## src/rtl/ser_pkg.sv

```systemverilog
// ----------------------------------------------------------------------------
// ser_pkg
// Shared types and constants for the 8-bit word serializer.
//   WORD_W  : width of the parallel word
//   CNT_W   : width of the bit counter / mux select
//   state_e : serializer FSM states (PAR is only reachable when the
//             WORD_SERIALIZER_PARITY_EN macro is defined)
// ----------------------------------------------------------------------------
package ser_pkg;

    localparam int WORD_W = 8;
    localparam int CNT_W  = 3;

    typedef enum logic [1:0] {
        IDLE = 2'd0,
        DATA = 2'd1,
        PAR  = 2'd2
    } state_e;

endpackage

```

## src/rtl/mux8to1.sv

```systemverilog
// ----------------------------------------------------------------------------
// mux8to1
// Combinational 8:1 bit-select mux.
//   in_i  : 8-bit parallel word
//   sel_i : 3-bit index of the bit to present
//   y_o   : selected bit, in_i[sel_i]
// ----------------------------------------------------------------------------
module mux8to1
    import ser_pkg::*;
(
    input  logic [WORD_W-1:0] in_i,
    input  logic [CNT_W-1:0]  sel_i,
    output logic              y_o
);

    assign y_o = in_i[sel_i];

endmodule

```

## src/rtl/word_serializer_8b.sv

```systemverilog
// ----------------------------------------------------------------------------
// word_serializer_8b
// Parallel-to-serial converter: accepts 8-bit words over valid/ready and
// emits one bit per accepted beat, with downstream backpressure. The word is
// held in a register and the bit is picked by the mux8to1 sub-module.
//
// Parameters:
//   LSB_FIRST  : 1 -> select sequence 0..7, 0 -> select sequence 7..0
//   IDLE_LEVEL : level on ser_out while ser_valid is low
// Optional feature:
//   WORD_SERIALIZER_PARITY_EN : when defined, a ninth beat carrying even
//                               parity of the word follows the data beats
// Ports:
//   clk, rst            : clock, synchronous active-high reset
//   in_data/in_valid    : parallel word input and its valid
//   in_ready            : a word can be accepted this cycle
//   ser_out/ser_valid   : serial bit and its valid
//   ser_ready           : downstream accepts the current bit
//   sel                 : current mux select
//   busy                : a word is in flight
//   done                : one-cycle pulse after the final beat of a word
// ----------------------------------------------------------------------------
module word_serializer_8b
    import ser_pkg::*;
#(
    parameter bit   LSB_FIRST  = 1'b1,
    parameter logic IDLE_LEVEL = 1'b1
) (
    input  logic              clk,
    input  logic              rst,
    input  logic [WORD_W-1:0] in_data,
    input  logic              in_valid,
    output logic              in_ready,
    output logic              ser_out,
    output logic              ser_valid,
    input  logic              ser_ready,
    output logic [CNT_W-1:0]  sel,
    output logic              busy,
    output logic              done
);

    state_e             state_q, state_d;
    logic [WORD_W-1:0]  hold_q, hold_d;
    logic [CNT_W-1:0]   cnt_q, cnt_d;
    logic               done_q, done_d;

    logic               muxBit;
    logic               lastBeat;
    logic               finalAccept;
    logic               beatAccept;
    logic               load;

    mux8to1 u_mux (
        .in_i  (hold_q),
        .sel_i (sel),
        .y_o   (muxBit)
    );

    // The final beat of a word is the parity beat when parity is built in,
    // otherwise the eighth data beat.
`ifdef WORD_SERIALIZER_PARITY_EN
    assign lastBeat = (state_q == PAR);
`else
    assign lastBeat = (state_q == DATA) && (cnt_q == CNT_W'(7));
`endif

    assign beatAccept  = ser_valid && ser_ready;
    assign finalAccept = lastBeat && ser_ready;

    // A new word may be taken when idle, or in the final beat while it is
    // being accepted so consecutive words run without a bubble.
    assign in_ready = !rst && ((state_q == IDLE) || finalAccept);
    assign load     = in_valid && in_ready;

    assign ser_valid = (state_q != IDLE);
    assign busy      = (state_q != IDLE);
    assign done      = done_q;

    // Select and serial bit depend only on registered state. In PAR the
    // counter stays at 7, so sel keeps showing the last data index.
    always_comb begin
        sel     = '0;
        ser_out = IDLE_LEVEL;
        case (state_q)
            DATA: begin
                sel     = LSB_FIRST ? cnt_q : (CNT_W'(7) - cnt_q);
                ser_out = muxBit;
            end
`ifdef WORD_SERIALIZER_PARITY_EN
            PAR: begin
                sel     = LSB_FIRST ? cnt_q : (CNT_W'(7) - cnt_q);
                ser_out = ^hold_q;
            end
`endif
            default: begin
                sel     = '0;
                ser_out = IDLE_LEVEL;
            end
        endcase
    end

    // Next-state logic: advance on accepted beats, then let a load
    // override whatever the current word would have done next.
    always_comb begin
        state_d = state_q;
        hold_d  = hold_q;
        cnt_d   = cnt_q;
        done_d  = 1'b0;
        case (state_q)
            DATA: begin
                if (beatAccept) begin
                    if (cnt_q == CNT_W'(7)) begin
`ifdef WORD_SERIALIZER_PARITY_EN
                        state_d = PAR;
`else
                        state_d = IDLE;
                        cnt_d   = '0;
                        done_d  = 1'b1;
`endif
                    end else begin
                        cnt_d = cnt_q + CNT_W'(1);
                    end
                end
            end
`ifdef WORD_SERIALIZER_PARITY_EN
            PAR: begin
                if (beatAccept) begin
                    state_d = IDLE;
                    cnt_d   = '0;
                    done_d  = 1'b1;
                end
            end
`endif
            default: begin
                state_d = IDLE;
            end
        endcase
        if (load) begin
            hold_d  = in_data;
            cnt_d   = '0;
            state_d = DATA;
        end
    end

    // State register with synchronous reset; a reset mid-word drops the
    // word and suppresses its done pulse.
    always_ff @(posedge clk) begin
        if (rst) begin
            state_q <= IDLE;
            hold_q  <= '0;
            cnt_q   <= '0;
            done_q  <= 1'b0;
        end else begin
            state_q <= state_d;
            hold_q  <= hold_d;
            cnt_q   <= cnt_d;
            done_q  <= done_d;
        end
    end

endmodule

```

## config.mk

```make
export PLATFORM = sky130hd
export DESIGN_NAME = word_serializer_8b
export DESIGN_NICKNAME = d
export VERILOG_FILES = /design/src/rtl/ser_pkg.sv /design/src/rtl/mux8to1.sv /design/src/rtl/word_serializer_8b.sv
export SDC_FILE = /design/constraint.sdc
export NUM_CORES = 1
export LEC_CHECK = 0
export BUFFER_PORTS_ARGS = -buffer_cell sky130_fd_sc_hd__buf_4
export CAP_MARGIN = 40
export CORE_MARGIN = 4
export CORE_UTILIZATION = 48
export DETAILED_ROUTE_END_ITERATION = 10
export MAX_ROUTING_LAYER = met4
export PLACE_DENSITY = 0.8
export SLEW_MARGIN = 20
export SYNTH_ARGS = -nofsm -noshare
export SYNTH_HDL_FRONTEND = slang
export SYNTH_HIERARCHICAL = 1
export SYNTH_SLANG_ARGS = --single-unit
```

## constraint.sdc

```tcl
create_clock -name clk -period 3 [get_ports clk]
set_input_delay 0.9 -clock clk [delete_from_list [all_inputs] [get_ports clk]]
set_output_delay 0.9 -clock clk [all_outputs]
set_load 0.1 [all_outputs]
```

==> results.tsv <==
metric	value	unit
Port Buffers	19	
GRT Total Usage	14.3	%
worst min path class	flop to flop	
die area	2110	sq um
first-pass iteration count of the detailed router	4	
DP HPWL	973	um
routed len/inst	13.7	um
Synth cell types	22	
IO Pins	20	
DR vias	492	
period utilization	96.9	%
vias in the first global route	462	
upper clock frequency limit	344	MHz
Setup violations, final	0	
Num CTS Buffers	3	
maxcap violations	0	
CTS Sinks	13	
min cycle time layout	2.91	ns
setup skew after layout	0.00569	ns
n_diodes	0	
Setup TNS Final	0	ns
Final Hold Fails	0	
WHS	0.551	ns
multiplexer area fraction after synthesis	28.0	%
Avg Inst Size Synth	11.7	sq um
Die Span X	46.0	um
syn_nets	73	
worst-margin pin slew	0.282	ns
clk_lat worst skew	0.27	ns
Yosys warnings	6	
detailed-route wire length	1330	um
LEAKAGE	0.424	nW
Final GP Congestion	0.769	
CP peak stage delay	0.53	ns
sequential share of the synthesized area	37.6	%
grt met1 use	17.6	%
Synth async-reset ratio	0	%
Synth Area in Compound Gates	4.88	%
WP data arrival	2.01	ns
crit start category	flop	
post-synthesis cell count	59	
clk root buf	clkbuf_4	
Power Total	0.394	mW
Power per Cell Area	436	nW/um^2
# DRC	0	
layout cell share with drive strength beyond 1	52.4	%
Crit Path Class	flop to output pin	
required time of the critical path	2.10	ns
hold-fix buffer count after cts	0	
Final Non-Filler Cells	97	
Post-Synth Adder-Cell Area	3.62	%
routing usage on met3	3.56	%
Post-synth EDFFs	0	
Die Height	46.0	um
core area	1330	sq um
Row Count	13	
layer with the highest usage	met2	
CTS tree	yes	
ys flop type	dfxtp_1	
status	complete, no violations	
xor/xnor share of the synthesized area	0	%
Final Cell Area	902	sq um
post-synth top area share	37.6	%
remaining global-route overflow	0	
Cell Area, Placed	848	sq um
Area contributors post-synth	dfxtp_1, mux2_4, mux4_1, nor2b_1, ha_1	
RSZ-0062 raised after global routing	no	
H-Tree Depth	1	
crit-path cells	and2_4 > mux4_1 > mux2_2 > or2b_4 > buf_12	
fin. max-slew vios	0	
initial core utilization	51.9	%
Layout Nets	97	
GR Layer Usage met2	20.9	%
DP Worst Slack	0.204	ns
area leader, netlist	dfxtp_1	
clk buf depth	2	
Peak VDD IR	0.272	mV
Via density	5.07	
dpl cells	91	
Iteration-0 DRC Markers	10	
number of synthesized register bits	13	
Finished Core Util	67.6	%
largest net degree at the start of global routing	16	
worst-path fanout max	3	
Mapped Area	692	sq um
first-pass GRT wire length	2080	um
initial antenna violation count	0	
Crit-path slowest cell	mux4_1	
fin worst setup slack	0.0929	ns
Critical Path End Type	output pin	
synth-to-layout area growth	30.4	%
relative slew slack	81.4	%
largest family of logic cells by synthesized area	multiplexers	
clk slew on worst S/H paths	0.08	ns
Post-Synth Simple-Gate Area	22.4	%
Final ANT Viol Nets	0	
state kept, by name, summed over array words and instances (netlist names):
name / count
cnt_q: 3
hold_q: 8
state_q: 1
done: 1
final timing paths:
| kind | startpoint | to | slack (ns) | depth (start not counted) |
|---|---|---|---|---|
| min | cnt_q[1]$_SDFFE_PP0P_ | cnt_q[1]$_SDFFE_PP0P_ | 0.55 | 2 |
| max | state_q[0]$_SDFFE_PP0P_ | ser_out | 0.09 | 5 |
| max reg2reg | cnt_q[0]$_SDFFE_PP0P_ | hold_q[5]$_SDFFE_PP0P_ | 1.21 | 7 |
| min reg2reg | cnt_q[1]$_SDFFE_PP0P_ | cnt_q[1]$_SDFFE_PP0P_ | 0.55 | 2 |
kinds of logic (layout without fill, tap and decap cells):
logic type,count (synthesis),in the layout
flip-flops,13,13
AO/OA/AOI/OAI,4,4
buffers and inverters,3,26
adder cells (fa/ha/maj),2,2
multiplexers,12,12
AND/OR/NAND/NOR,25,25
layer usage:
| metal | share of wire (%) | vias to the layer above |
|---|---|---|
| li1 | - | 251 |
| met1 | 43 | 224 |
| met2 | 50 | 15 |
| met3 | 5.3 | 2 |
| met4 | 1.4 | 0 |
| met5 | 0 | - |
where the power goes:
part	switching (mW)	total, mW	internal, mW
logic	0.0544	0.0996	0.0452
clock network	0.0559	0.107	0.0515
registers	0.00492	0.187	0.182
layout by cell type, fill, tap and decap left out, drive strengths merged:
cell    instances
and4b           1
mux4            2
a21oi           2
nor2            4
and2            3
nor3b           3
mux2i           1
o21ai           1
nor3            2
nand2           2
buf            22
a21boi          1
clkbuf          4
dfxtp          13
and2b           2
or2b            1
nor2b           7
mux2            9
ha              2
area by class of cell:
cell class | count | area, sq um
Multi-Input combinational cell | 43 | 414
Sequential cell | 13 | 265
Timing Repair Buffer | 22 | 178
Clock buffer | 4 | 26.3
Tap cell | 15 | 18.8
Fill cell | 102 | 432
cell usage after synthesis (all sizes together), types with 3 or more instances:
cell and n:
dfxtp 13, nor2 4, nor2b 7, buf 3, nor3b 3, and2 3, mux2 9
repair_timing:
action,in CTS,in global routing
buffers inserted,2,0
gates resized for setup,3,3
setup endpoints to repair,1,1
critical path, delay by kind of cell (launching register included):
kind / cells / cell delay [ns]
buffers and inverters: 1 / 0.16
DFF: 1 / 0.35
muxes: 2 / 0.80
and+or+nand+nor: 2 / 0.41
Note: power is estimated with default switching activity, not from simulation.
